--- src/rtl/color_bbox_if.sv ---
// Video-in / video-out / threshold / box-report bundle for color_bbox.
// slave is the color_bbox side; master is the source/sink side.
interface color_bbox_if #(
  parameter int unsigned H_ACT = 1280,
  parameter int unsigned V_ACT = 720
);
  localparam int XW = $clog2(H_ACT);
  localparam int YW = $clog2(V_ACT);

  logic [23:0]   lo_rgb;
  logic [23:0]   hi_rgb;
  logic          i_hsync;
  logic          i_vsync;
  logic          i_de;
  logic [7:0]    i_r;
  logic [7:0]    i_g;
  logic [7:0]    i_b;
  logic          o_hsync;
  logic          o_vsync;
  logic [7:0]    o_r;
  logic [7:0]    o_g;
  logic [7:0]    o_b;
  logic [XW-1:0] x;
  logic [YW-1:0] y;
  logic [XW-1:0] start_x;
  logic [XW-1:0] end_x;
  logic [YW-1:0] start_y;
  logic [YW-1:0] end_y;
  logic [23:0]   color;
  logic          box_valid;
  logic          frame_done;

  modport slave (
    input  lo_rgb, hi_rgb, i_hsync, i_vsync, i_de, i_r, i_g, i_b,
    output o_hsync, o_vsync, o_r, o_g, o_b, x, y,
    output start_x, end_x, start_y, end_y, color, box_valid, frame_done
  );

  modport master (
    output lo_rgb, hi_rgb, i_hsync, i_vsync, i_de, i_r, i_g, i_b,
    input  o_hsync, o_vsync, o_r, o_g, o_b, x, y,
    input  start_x, end_x, start_y, end_y, color, box_valid, frame_done
  );
endinterface

--- src/rtl/color_bbox.sv ---
// Per-frame colour-window bounding-box finder with a 1-cycle video passthrough.
// Optional macro COLOR_BBOX_HOLD_EN: a frame with too few hits keeps the previous box.
module color_bbox #(
  parameter int unsigned H_ACT     = 1280,
  parameter int unsigned V_ACT     = 720,
  parameter int unsigned MIN_HITS  = 16,
  parameter logic [23:0] BOX_COLOR = 24'hFF0000
) (
  input  logic        clk,
  input  logic        rst,
  color_bbox_if.slave bus
);
  localparam int XW = $clog2(H_ACT);
  localparam int YW = $clog2(V_ACT);
  localparam logic [XW-1:0] X_LAST = XW'(H_ACT - 1);
  localparam logic [YW-1:0] Y_LAST = YW'(V_ACT - 1);
  localparam logic [15:0]   HITS_MIN = 16'(MIN_HITS);

  typedef enum logic [0:0] {WAIT_SYNC, ACCUM} state_t;

  function automatic logic [XW-1:0] sat_inc_x(input logic [XW-1:0] v);
    return (v == X_LAST) ? v : v + XW'(1);
  endfunction

  function automatic logic [YW-1:0] sat_inc_y(input logic [YW-1:0] v);
    return (v == Y_LAST) ? v : v + YW'(1);
  endfunction

  function automatic logic [15:0] sat_inc_hits(input logic [15:0] v);
    return (v == 16'hFFFF) ? v : v + 16'd1;
  endfunction

  // Coordinate 0 is reserved for "no box", so a valid box never reports it.
  function automatic logic [XW-1:0] clamp1_x(input logic [XW-1:0] v);
    return (v == '0) ? XW'(1) : v;
  endfunction

  function automatic logic [YW-1:0] clamp1_y(input logic [YW-1:0] v);
    return (v == '0) ? YW'(1) : v;
  endfunction

  function automatic logic in_range(input logic [7:0] v, input logic [7:0] lo,
                                    input logic [7:0] hi);
    return (v >= lo) && (v <= hi);
  endfunction

  state_t        state_q, state_d;
  logic          vsync_q, de_q;
  logic          vs_rise, de_fall, hit;
  logic [XW-1:0] xc_q, xc_d;
  logic [YW-1:0] yc_q, yc_d;
  logic [23:0]   lo_q, lo_d, hi_q, hi_d;
  logic [XW-1:0] min_x_q, min_x_d, max_x_q, max_x_d;
  logic [YW-1:0] min_y_q, min_y_d, max_y_q, max_y_d;
  logic [15:0]   hits_q, hits_d;
  logic [XW-1:0] start_x_q, start_x_d, end_x_q, end_x_d;
  logic [YW-1:0] start_y_q, start_y_d, end_y_q, end_y_d;
  logic [23:0]   color_q, color_d;
  logic          box_valid_q, box_valid_d;
  logic          frame_done_q, frame_done_d;
  logic          o_hsync_q, o_vsync_q;
  logic [7:0]    o_r_q, o_g_q, o_b_q;
  logic [XW-1:0] x_q;
  logic [YW-1:0] y_q;

  // Stage 0: edge detect, pixel coordinates, threshold shadows and match
  always_comb begin
    vs_rise = bus.i_vsync & ~vsync_q;
    de_fall = ~bus.i_de & de_q;

    xc_d = bus.i_de ? sat_inc_x(xc_q) : '0;

    yc_d = yc_q;
    if (vs_rise) begin
      yc_d = '0;
    end else if (de_fall) begin
      yc_d = sat_inc_y(yc_q);
    end

    lo_d = lo_q;
    hi_d = hi_q;
    if (vs_rise) begin
      lo_d = bus.lo_rgb;
      hi_d = bus.hi_rgb;
    end

    // The vs_rise pixel belongs to neither the closing nor the opening frame.
    hit = bus.i_de & ~vs_rise
        & in_range(bus.i_r, lo_q[23:16], hi_q[23:16])
        & in_range(bus.i_g, lo_q[15:8],  hi_q[15:8])
        & in_range(bus.i_b, lo_q[7:0],   hi_q[7:0]);
  end

  always_comb begin
    state_d      = state_q;
    min_x_d      = min_x_q;
    min_y_d      = min_y_q;
    max_x_d      = max_x_q;
    max_y_d      = max_y_q;
    hits_d       = hits_q;
    start_x_d    = start_x_q;
    start_y_d    = start_y_q;
    end_x_d      = end_x_q;
    end_y_d      = end_y_q;
    color_d      = color_q;
    box_valid_d  = box_valid_q;
    frame_done_d = 1'b0;

    case (state_q)
      WAIT_SYNC: begin
        if (vs_rise) state_d = ACCUM;
      end
      ACCUM: begin
        if (vs_rise) begin
          frame_done_d = 1'b1;
          if (hits_q >= HITS_MIN) begin
            start_x_d   = clamp1_x(min_x_q);
            start_y_d   = clamp1_y(min_y_q);
            end_x_d     = clamp1_x(max_x_q);
            end_y_d     = clamp1_y(max_y_q);
            color_d     = BOX_COLOR;
            box_valid_d = 1'b1;
          end else begin
`ifdef COLOR_BBOX_HOLD_EN
            start_x_d   = start_x_q;
            start_y_d   = start_y_q;
            end_x_d     = end_x_q;
            end_y_d     = end_y_q;
            color_d     = color_q;
            box_valid_d = box_valid_q;
`else
            start_x_d   = '0;
            start_y_d   = '0;
            end_x_d     = '0;
            end_y_d     = '0;
            color_d     = '0;
            box_valid_d = 1'b0;
`endif
          end
        end else if (hit) begin
          if (xc_q < min_x_q) min_x_d = xc_q;
          if (yc_q < min_y_q) min_y_d = yc_q;
          if (xc_q > max_x_q) max_x_d = xc_q;
          if (yc_q > max_y_q) max_y_d = yc_q;
          hits_d = sat_inc_hits(hits_q);
        end
      end
      default: state_d = WAIT_SYNC;
    endcase

    if (vs_rise) begin
      min_x_d = X_LAST;
      min_y_d = Y_LAST;
      max_x_d = '0;
      max_y_d = '0;
      hits_d  = '0;
    end
  end

  // Stage 1: registered state, published box and 1-cycle video passthrough
  always_ff @(posedge clk) begin
    if (rst) begin
      state_q      <= WAIT_SYNC;
      vsync_q      <= 1'b0;
      de_q         <= 1'b0;
      xc_q         <= '0;
      yc_q         <= '0;
      lo_q         <= '0;
      hi_q         <= '0;
      min_x_q      <= X_LAST;
      min_y_q      <= Y_LAST;
      max_x_q      <= '0;
      max_y_q      <= '0;
      hits_q       <= '0;
      start_x_q    <= '0;
      start_y_q    <= '0;
      end_x_q      <= '0;
      end_y_q      <= '0;
      color_q      <= '0;
      box_valid_q  <= 1'b0;
      frame_done_q <= 1'b0;
      o_hsync_q    <= 1'b0;
      o_vsync_q    <= 1'b0;
      o_r_q        <= '0;
      o_g_q        <= '0;
      o_b_q        <= '0;
      x_q          <= '0;
      y_q          <= '0;
    end else begin
      state_q      <= state_d;
      vsync_q      <= bus.i_vsync;
      de_q         <= bus.i_de;
      xc_q         <= xc_d;
      yc_q         <= yc_d;
      lo_q         <= lo_d;
      hi_q         <= hi_d;
      min_x_q      <= min_x_d;
      min_y_q      <= min_y_d;
      max_x_q      <= max_x_d;
      max_y_q      <= max_y_d;
      hits_q       <= hits_d;
      start_x_q    <= start_x_d;
      start_y_q    <= start_y_d;
      end_x_q      <= end_x_d;
      end_y_q      <= end_y_d;
      color_q      <= color_d;
      box_valid_q  <= box_valid_d;
      frame_done_q <= frame_done_d;
      o_hsync_q    <= bus.i_hsync;
      o_vsync_q    <= bus.i_vsync;
      o_r_q        <= bus.i_r;
      o_g_q        <= bus.i_g;
      o_b_q        <= bus.i_b;
      x_q          <= xc_q;
      y_q          <= yc_q;
    end
  end

  assign bus.o_hsync    = o_hsync_q;
  assign bus.o_vsync    = o_vsync_q;
  assign bus.o_r        = o_r_q;
  assign bus.o_g        = o_g_q;
  assign bus.o_b        = o_b_q;
  assign bus.x          = x_q;
  assign bus.y          = y_q;
  assign bus.start_x    = start_x_q;
  assign bus.start_y    = start_y_q;
  assign bus.end_x      = end_x_q;
  assign bus.end_y      = end_y_q;
  assign bus.color      = color_q;
  assign bus.box_valid  = box_valid_q;
  assign bus.frame_done = frame_done_q;
endmodule
--- src/flat_wrapper.sv ---
// flat-port wrapper written by rule: the top's interface ports become plain ports
module color_bbox_flat 
#(
  parameter int unsigned H_ACT     = 1280,
  parameter int unsigned V_ACT     = 720,
  parameter int unsigned MIN_HITS  = 16,
  parameter logic [23:0] BOX_COLOR = 24'hFF0000
)
  (clk, rst, bus_lo_rgb, bus_hi_rgb, bus_i_hsync, bus_i_vsync, bus_i_de, bus_i_r, bus_i_g, bus_i_b, bus_o_hsync, bus_o_vsync, bus_o_r, bus_o_g, bus_o_b, bus_x, bus_y, bus_start_x, bus_end_x, bus_start_y, bus_end_y, bus_color, bus_box_valid, bus_frame_done);
  color_bbox_if #(.H_ACT(H_ACT), .V_ACT(V_ACT)) bus_i ();
  input  logic clk;
  input  logic rst;
  input wire logic [$bits(bus_i.lo_rgb)-1:0] bus_lo_rgb;
  input wire logic [$bits(bus_i.hi_rgb)-1:0] bus_hi_rgb;
  input wire logic [$bits(bus_i.i_hsync)-1:0] bus_i_hsync;
  input wire logic [$bits(bus_i.i_vsync)-1:0] bus_i_vsync;
  input wire logic [$bits(bus_i.i_de)-1:0] bus_i_de;
  input wire logic [$bits(bus_i.i_r)-1:0] bus_i_r;
  input wire logic [$bits(bus_i.i_g)-1:0] bus_i_g;
  input wire logic [$bits(bus_i.i_b)-1:0] bus_i_b;
  output wire logic [$bits(bus_i.o_hsync)-1:0] bus_o_hsync;
  output wire logic [$bits(bus_i.o_vsync)-1:0] bus_o_vsync;
  output wire logic [$bits(bus_i.o_r)-1:0] bus_o_r;
  output wire logic [$bits(bus_i.o_g)-1:0] bus_o_g;
  output wire logic [$bits(bus_i.o_b)-1:0] bus_o_b;
  output wire logic [$bits(bus_i.x)-1:0] bus_x;
  output wire logic [$bits(bus_i.y)-1:0] bus_y;
  output wire logic [$bits(bus_i.start_x)-1:0] bus_start_x;
  output wire logic [$bits(bus_i.end_x)-1:0] bus_end_x;
  output wire logic [$bits(bus_i.start_y)-1:0] bus_start_y;
  output wire logic [$bits(bus_i.end_y)-1:0] bus_end_y;
  output wire logic [$bits(bus_i.color)-1:0] bus_color;
  output wire logic [$bits(bus_i.box_valid)-1:0] bus_box_valid;
  output wire logic [$bits(bus_i.frame_done)-1:0] bus_frame_done;
  assign bus_i.lo_rgb = bus_lo_rgb;
  assign bus_i.hi_rgb = bus_hi_rgb;
  assign bus_i.i_hsync = bus_i_hsync;
  assign bus_i.i_vsync = bus_i_vsync;
  assign bus_i.i_de = bus_i_de;
  assign bus_i.i_r = bus_i_r;
  assign bus_i.i_g = bus_i_g;
  assign bus_i.i_b = bus_i_b;
  assign bus_o_hsync = bus_i.o_hsync;
  assign bus_o_vsync = bus_i.o_vsync;
  assign bus_o_r = bus_i.o_r;
  assign bus_o_g = bus_i.o_g;
  assign bus_o_b = bus_i.o_b;
  assign bus_x = bus_i.x;
  assign bus_y = bus_i.y;
  assign bus_start_x = bus_i.start_x;
  assign bus_end_x = bus_i.end_x;
  assign bus_start_y = bus_i.start_y;
  assign bus_end_y = bus_i.end_y;
  assign bus_color = bus_i.color;
  assign bus_box_valid = bus_i.box_valid;
  assign bus_frame_done = bus_i.frame_done;
  color_bbox #(.H_ACT(H_ACT), .V_ACT(V_ACT), .MIN_HITS(MIN_HITS), .BOX_COLOR(BOX_COLOR)) u_core (.clk(clk), .rst(rst), .bus(bus_i));
endmodule
--- config.mk ---
export PLATFORM = sky130hd
export DESIGN_NAME = color_bbox_flat
export DESIGN_NICKNAME = d
export VERILOG_FILES = /design/src/rtl/color_bbox_if.sv /design/src/rtl/color_bbox.sv /design/src/flat_wrapper.sv
export SDC_FILE = /design/constraint.sdc
export NUM_CORES = 1
export LEC_CHECK = 0
export BUFFER_PORTS_ARGS = -buffer_cell sky130_fd_sc_hd__buf_4
export CORE_ASPECT_RATIO = 0.8
export CORE_MARGIN = 2
export CORE_UTILIZATION = 40
export DETAILED_ROUTE_END_ITERATION = 10
export PLACE_DENSITY = 0.68
export SETUP_SLACK_MARGIN = 0.3
export SYNTH_ARGS = -nofsm -noshare
export SYNTH_HDL_FRONTEND = slang
export SYNTH_SLANG_ARGS = --single-unit
--- constraint.sdc ---
create_clock -name clk -period 6.5 [get_ports clk]
set_clock_uncertainty 0.15 [all_clocks]
set_input_delay 0.975 -clock clk [delete_from_list [all_inputs] [get_ports clk]]
set_output_delay 0.975 -clock clk [all_outputs]
set_load 0.1 [all_outputs]
==> results of run 1 <==
[power by group through the flow]
| stage | clock network (W) | registers (W) | logic [W] |
|---|---|---|---|
| floorplan | 0 | 0.00148 | 0.000172 |
| finish | 0.00156 | 0.00139 | 0.000322 |
| detailed placement | 0 | 0.00142 | 0.000323 |
| global placement | 0 | 0.00142 | 0.000319 |
| CTS | 0.00159 | 0.00139 | 0.000324 |
| global route | 0.00165 | 0.00139 | 0.000352 |
[cell type report]
class / count / area [µm²] / area share, %
multi-input cells: 830 / 5140 / 40.8
flip-flops and latches: 220 / 4400 / 34.9
repair buffers: 185 / 1390 / 11.0
clock buffers: 30 / 674 / 5.35
well taps: 324 / 405 / 3.22
inverters: 93 / 349 / 2.77
clock inverters: 16 / 245 / 1.95
[cell families after synthesis]
group	count (synthesis)	share of synthesized area, %
other	1	0.0367
xor gates and xnor gates	13	1.11
and+or+nand+nor	441	20.8
buffers and inverters	177	7.47
adders and majority gates	92	11.3
AOI/OAI and AO/OA	252	14.7
muxes	16	1.57
DFF	220	43.1
[placed cells by master, fill, tap and decap left out, types with 38 or more instances in the layout]
cell type,Yosys,layout
dfxtp_1,220,220
buf_4,25,185
nand2_1,151,151
a21oi_1,109,109
inv_1,93,93
ha_1,92,92
nor2_1,87,86
nand3_1,65,65
o21ai_0,58,58
nor2b_1,45,44
a22oi_1,38,38
[per-stage QoR]
step / worst slack, ns / utilization [%]
global route: 3.03 / 50.1
finish: 3.27 / 50.1
detailed placement: 2.74 / 46.4
global placement: 2.82 / 46.4
floorplan: 3.23 / -
CTS: 3.29 / 50.1
[worst paths after layout]
| path | end | cells past startpoint |
|---|---|---|
| min reg2reg | u_core.lo_q[6] | 2 |
| max reg2reg | u_core.min_x_q[9] | 8 |
| min | u_core.lo_q[6] | 2 |
| max | u_core.bus.start_x[0] | 9 |
[flip-flops by register name, summed over array words and instances (netlist names), 11 cells and up]
register,flops
u_core.bus.end_x,11
u_core.bus.start_x,11
u_core.bus.x,11
u_core.hi_q,24
u_core.hits_q,16
u_core.lo_q,24
u_core.max_x_q,11
u_core.min_x_q,11
u_core.xc_q,11
[metal layers]
| layer | vias up | wire length, µm |
|---|---|---|
| li1 | 4441 | - |
| met1 | 4088 | 12200 |
| met2 | 213 | 11400 |
| met3 | 40 | 1450 |
| met4 | 0 | 502 |
| met5 | - | 0 |
[worst register-to-register path: stages, from the launching register on]
cell      delay, ns
dfxtp_1        0.62
ha_1           0.34
a211oi_1       0.24
nor2_1         0.07
nor3_1         0.13
a21oi_1        0.11
a211oi_1       1.01
nand3_1        0.14
a21oi_1        0.19
==> run_results.csv, run 1 <==
group,metric,value,unit
global_routing,antenna_found_initial,0,
worst_hold_path,hp-class,"flip-flop to flip-flop",
pwr,leakagePower,5.23,nW
synth,synth_edf_count,0,
global_routing,busiest_layer,"met2",
floorplanning,io_pins,192,
place,place_inst,1652,
place,hpwl,17.6,mm
clock_tree,clk_pin_slew,0.06,ns
pwr,ir_worst_vdd,149,µV
drt,drt_iter0_drc,690,
synth,yosys.area.top_type_share,43.1,%
global_routing,grt_overflow,0,
synth,synth_cell_types,54,
floorplanning,fp.dieArea,26900,µm²
global_routing,grt_pass1_wl,41.3,mm
final_layout,antenna_cells_inserted,0,
critical_path,crit_family,"buffers and inverters",
synth,synth_common_cells,"dfxtp_1 (220), nand2_1 (151), a21oi_1 (109)",
place,gp_congestion,0.840,
final_layout,fin_area,12600,µm²
pwr,pwr-share-clk,47.6,%
synth,synthArstFlopShare,0,%
timing,rsz0062_at_grt,"no",
synth,ys_seq_elements,220,
clock_tree,clock_sinks,220,
timing,hold-worst-slack,0.304,ns
critical_path,path_class,"primary input to flip-flop",
critical_path,worst_ep_required_time,6.80,ns
place,io_buffers,175,
critical_path,crit_buf_inv,4,
pwr,power,0.00327,W
pwr,p_int,0.00245,W
clock_tree,clock_latency,0.53,ns
final_layout,fin_cells,1698,
drt,wl,25.6,mm
clock_tree,htreeDepth,1,
clock_tree,post-cts-setup-buffers,0,
synth,yosysMostFrequentCell,"dfxtp_1",
timing,min_period_over_period,49.7,%
pwr,power_density,259,nW/µm²
timing,setup_viol,0,
critical_path,cp-start-kind,"primary input",
critical_path,r2r-start,"u_core.xc_q[4]",
run,max_cap_viol_count,0,
pwr,comb_power_share,9.9,%
critical_path,critPathArrivalTime,3.53,ns
floorplanning,placementRows,52,
clock_tree,post_cts_resized,0,
status,status,"completed",
drt,wl_per_cell,15.1,µm
drt,first_pass_iters,5,
clock_tree,root_buffer,"clkbuf_16",
critical_path,slowest_stage,"a31oi_4",
final_layout,nNetsFinal,1524,
clock_tree,cts_buffer_depth,3,
critical_path,path_cells,"buf_4 -> nor2b_4 -> buf_4 -> nand2_1 -> buf_4 -> a31oi_4 -> buf_4 -> o21ai_0 -> a21oi_1",
synth,synth_ff_type,"dfxtp_1",
timing,fin_tns_setup,0,ns
pwr,seq_power_share,42.5,%
synth,yosysTopAreaCell,"dfxtp_1",
clock_tree,cts_tree,"done",
final_layout,fillCellCount,2379,
synth,synth_cells,1212,
synth,synth_seq_area_share,43.1,%
timing,relSlewSlack,17.4,%
timing,max_freq,310,MHz
critical_path,cp-startpoint,"bus_i_vsync",
clock_tree,numCtsBuffers,25,
final_layout,drive_above_1_share,17.6,%
timing,slew_violations,0,
floorplanning,start_util,40.6,%
critical_path,worstSetupEndpointType,"flip-flop",
timing,fin_crit,3.23,ns
global_routing,grt_pass1_vias,8029,
synth,synth.area.top_cells,"dfxtp_1 (43%), ha_1 (11%), nand2_1 (5.5%), a21oi_1 (5.3%), inv_1 (3.4%)",
place,placed_cell_area,11700,µm²
floorplanning,coreArea,25200,µm²
global_routing,grtUsageMet3,3.84,%
critical_path,r2r_setup_slack,3.42,ns
global_routing,met1_usage,26.5,%
drt,drcViolationCount,0,
floorplanning,die_y,147,µm
drt,antenna_left,0,
synth,yosysWarningCount,0,
drt,detail_route.vias_per_cell,5.17,
pwr,switching_share,25.0,%
worst_hold_path,holdCritStartpoint,"u_core.lo_q[6]",
synth,postSynthAreaPerCell,8.43,µm²
global_routing,grt_max_degree,80,
synth,syn-cell-area,10200,µm²
clock_tree,postCtsHoldBufs,0,
critical_path,worst_path_largest_cell_delay,0.74,ns
final_layout,area_delta_synth_final,23.3,%
floorplanning,die_w,183,µm
global_routing,grtUsageMet2,28.6,%
critical_path,cpMostUsedCell,"buf_4",
timing,hold_viol,0,
pwr,p_switching,0.000816,W
critical_path,crit_fanout,58,
global_routing,track_usage,18.6,%
drt,vias,8782,
timing,tightest_slew,1.23,ns
No activity file was read; power rests on OpenSTA's default activity.
==> run 2, diff against run 1 <==
ABC_AREA = 1   (was unset)
clock period = 3.4 ns   (was 6.5 ns; I/O delays follow)
==> run_results.csv, run 2 <==
group,metric,value,unit
final_layout,fillCellCount,2578,
clock_tree,cts_tree,"done",
critical_path,crit_fanout,22,
timing,tightest_slew,0.830,ns
floorplanning,io_pins,192,
final_layout,final_cell_mix,"nand2_1 (310), dfxtp_1 (220), inv_1 (189)",
timing,setup_viol,0,
pwr,seq_power_share,44.0,%
final_layout,top_regs,"u_core.hi_q (24), u_core.lo_q (24), u_core.hits_q (16)",
pwr,p_switching,0.00159,W
floorplanning,die_y,149,µm
drt,wl_per_cell,13.6,µm
floorplanning,start_util,40.3,%
critical_path,critPathArrivalTime,2.99,ns
global_routing,grt_overflow,0,
final_layout,fin_area,12900,µm²
pwr,pwr-share-clk,44.6,%
floorplanning,fp.dieArea,27600,µm²
clock_tree,post_cts_resized,0,
pwr,power_density,471,nW/µm²
drt,first_pass_iters,5,
clock_tree,postCtsHoldBufs,0,
timing,slew_violations,0,
critical_path,worstRegToRegCells,14,
critical_path,r2r-start,"u_core.hi_q[15]",
pwr,p_int,0.00447,W
critical_path,worstSetupEndpointType,"flip-flop",
synth,yosysMostFrequentCell,"nand2_1",
timing,hold_viol,0,
pwr,leakagePower,6.22,nW
pwr,power,0.00606,W
drt,drcViolationCount,0,
clock_tree,numCtsBuffers,25,
critical_path,r2r_setup_slack,0.72,ns
final_layout,antenna_cells_inserted,0,
floorplanning,coreArea,26100,µm²
clock_tree,clock_sinks,220,
place,io_buffers,175,
critical_path,crit_end,"u_core.max_x_q[6]",
floorplanning,placementRows,53,
timing,rsz0062_at_grt,"no",
pwr,ir_worst_vdd,337,µV
floorplanning,die_w,185,µm
final_layout,final_common_cell,"nand2_1",
synth,synth_edf_count,0,
global_routing,track_usage,18.8,%
place,hpwl,19.1,mm
clock_tree,clk_pin_slew,0.06,ns
synth,yosys.area.top_type_share,41.9,%
final_layout,drive_above_1_share,15.6,%
clock_tree,clock_latency,0.53,ns
timing,relSlewSlack,44.4,%
synth,yosysTopAreaCell,"dfxtp_1",
drt,wl,26.3,mm
synth,postSynthAreaPerCell,7.45,µm²
timing,fin_crit,2.68,ns
drt,detail_route.vias_per_cell,4.72,
synth,synthArstFlopShare,0,%
final_layout,nNetsFinal,1734,
final_layout,fin_cells,1940,
synth,ys_seq_elements,220,
worst_hold_path,hp-class,"primary input to flip-flop",
pwr,switching_share,26.2,%
place,gp_congestion,0.877,
synth,synth.area.top_cells,"dfxtp_1 (42%), nand2_1 (11%), ha_1 (11%), a21oi_1 (7.0%), inv_1 (6.8%)",
synth,yosysWarningCount,0,
drt,drt_iter0_drc,511,
global_routing,grt_max_degree,92,
drt,vias,9153,
synth,synth_seq_area_share,41.9,%
global_routing,grt_pass1_wl,42.4,mm
place,placed_cell_area,12000,µm²
status,status,"completed",
timing,max_freq,373,MHz
timing,min_period_over_period,78.9,%
clock_tree,cts_buffer_depth,3,
critical_path,path_class,"flip-flop to flip-flop",
synth,synth_cells,1411,
run,max_cap_viol_count,0,
pwr,comb_power_share,11.4,%
global_routing,antenna_found_initial,0,
clock_tree,root_buffer,"clkbuf_16",
critical_path,cp-startpoint,"u_core.hi_q[15]",
synth,synth_ff_type,"dfxtp_1",
global_routing,grt_pass1_vias,8511,
timing,fin_tns_setup,0,ns
drt,antenna_left,0,
synth,syn-cell-area,10500,µm²
clock_tree,post-cts-setup-buffers,0,
synth,synth_cell_types,38,
critical_path,cp-start-kind,"flip-flop",
synth,synth_common_cells,"nand2_1 (310), dfxtp_1 (220), inv_1 (190)",
clock_tree,htreeDepth,1,
final_layout,area_delta_synth_final,22.3,%
place,place_inst,1895,
critical_path,worst_ep_required_time,3.70,ns
critical_path,reg2reg_to,"u_core.max_x_q[6]",
run 2: cell types whose count changed in the layout (fill, tap and decap cells not counted), moves of 11 or more:
cell / previous run / this run
nor2b_1: 44 / 0
nand2_1: 151 / 310
inv_1: 93 / 189
o21ai_0: 58 / 69
a22oi_1: 38 / 0
a21oi_1: 109 / 146
nand3_1: 65 / 38
or3_1: 14 / 0
nor2_1: 86 / 156
mux2i_1: 16 / 0
run 2: cell families (layout without fill, tap and decap cells):
family | after synthesis | after routing | share of synthesized area [%]
buffers and inverters | 271 | 428 | 10.9
flip-flops | 220 | 220 | 41.9
AO/OA/AOI/OAI | 232 | 232 | 11.5
AND/OR/NAND/NOR | 578 | 578 | 23.3
other | 1 | 16 | 0.0357
XOR/XNOR | 17 | 17 | 1.42
adder cells (fa/ha/maj) | 92 | 92 | 11.0
run 2: worst min path at each step:
stage | start | endpoint | slack, ns | cells after the start
after detailed placement | u_core.min_y_q[0] | u_core.min_y_q[0] | 0.30 | 2
after floorplan | u_core.min_y_q[0] | u_core.min_y_q[0] | 0.28 | 2
after global routing | bus_i_g[1] | u_core.bus.o_g[1] | 0.06 | 3
after global placement | u_core.min_y_q[0] | u_core.min_y_q[0] | 0.29 | 2
final | bus_i_hsync | u_core.bus.o_hsync | 0.05 | 3
after CTS | bus_i_hsync | u_core.bus.o_hsync | 0.03 | 3
run 2: power groups by stage:
stage / clock network [W] / logic [W] / registers (W)
global placement: 0 / 0.000682 / 0.00272
floorplan: 0 / 0.000384 / 0.00285
detailed placement: 0 / 0.000692 / 0.00272
CTS: 0.00276 / 0.000694 / 0.00266
finish: 0.00270 / 0.000691 / 0.00266
global route: 0.00285 / 0.000763 / 0.00267
run 2: layout make-up:
class / instances / area [µm²] / share of cell area, %
timing repair buffer: 188 / 1420 / 11.1
inverter: 195 / 732 / 5.69
multi-input combinational: 935 / 5020 / 39.0
tap: 357 / 447 / 3.47
sequential: 220 / 4400 / 34.3
clock buffer: 39 / 768 / 5.98
clock inverter: 6 / 65.1 / 0.506
run 2: routing by layer:
layer | track usage (%) | vias up | share of wire, %
li1 | - | 4799 | -
met1 | 26.1 | 4131 | 49
met2 | 30.6 | 188 | 45
met3 | 3.08 | 35 | 4.5
met4 | 4.52 | 0 | 1.9
met5 | 0 | - | 0
run 2: per-stage QoR:
step / utilization (%) / worst slack (ns) / hold slack (ns)
final: 49.3 / 0.718 / 0.0480
after global routing: 49.3 / 0.488 / 0.0576
after CTS: 49.3 / 0.778 / 0.0303
after detailed placement: 46.1 / 0.555 / 0.296
after global placement: 46.1 / 0.653 / 0.289
after floorplan: - / 1.06 / 0.279
run 2: worst max-delay path, cell delays in order, from the launching register on:
cell,delay (ns)
dfxtp_1,0.31
inv_1,0.05
ha_1,0.29
nand2_1,0.08
nor2_1,0.17
nand4_1,0.10
nand2_1,0.12
nand2_1,0.07
nor2_1,0.16
nand3_1,0.21
inv_1,0.12
nand2_1,0.41
nand2_1,0.20
nand2_1,0.07
nor2_1,0.11
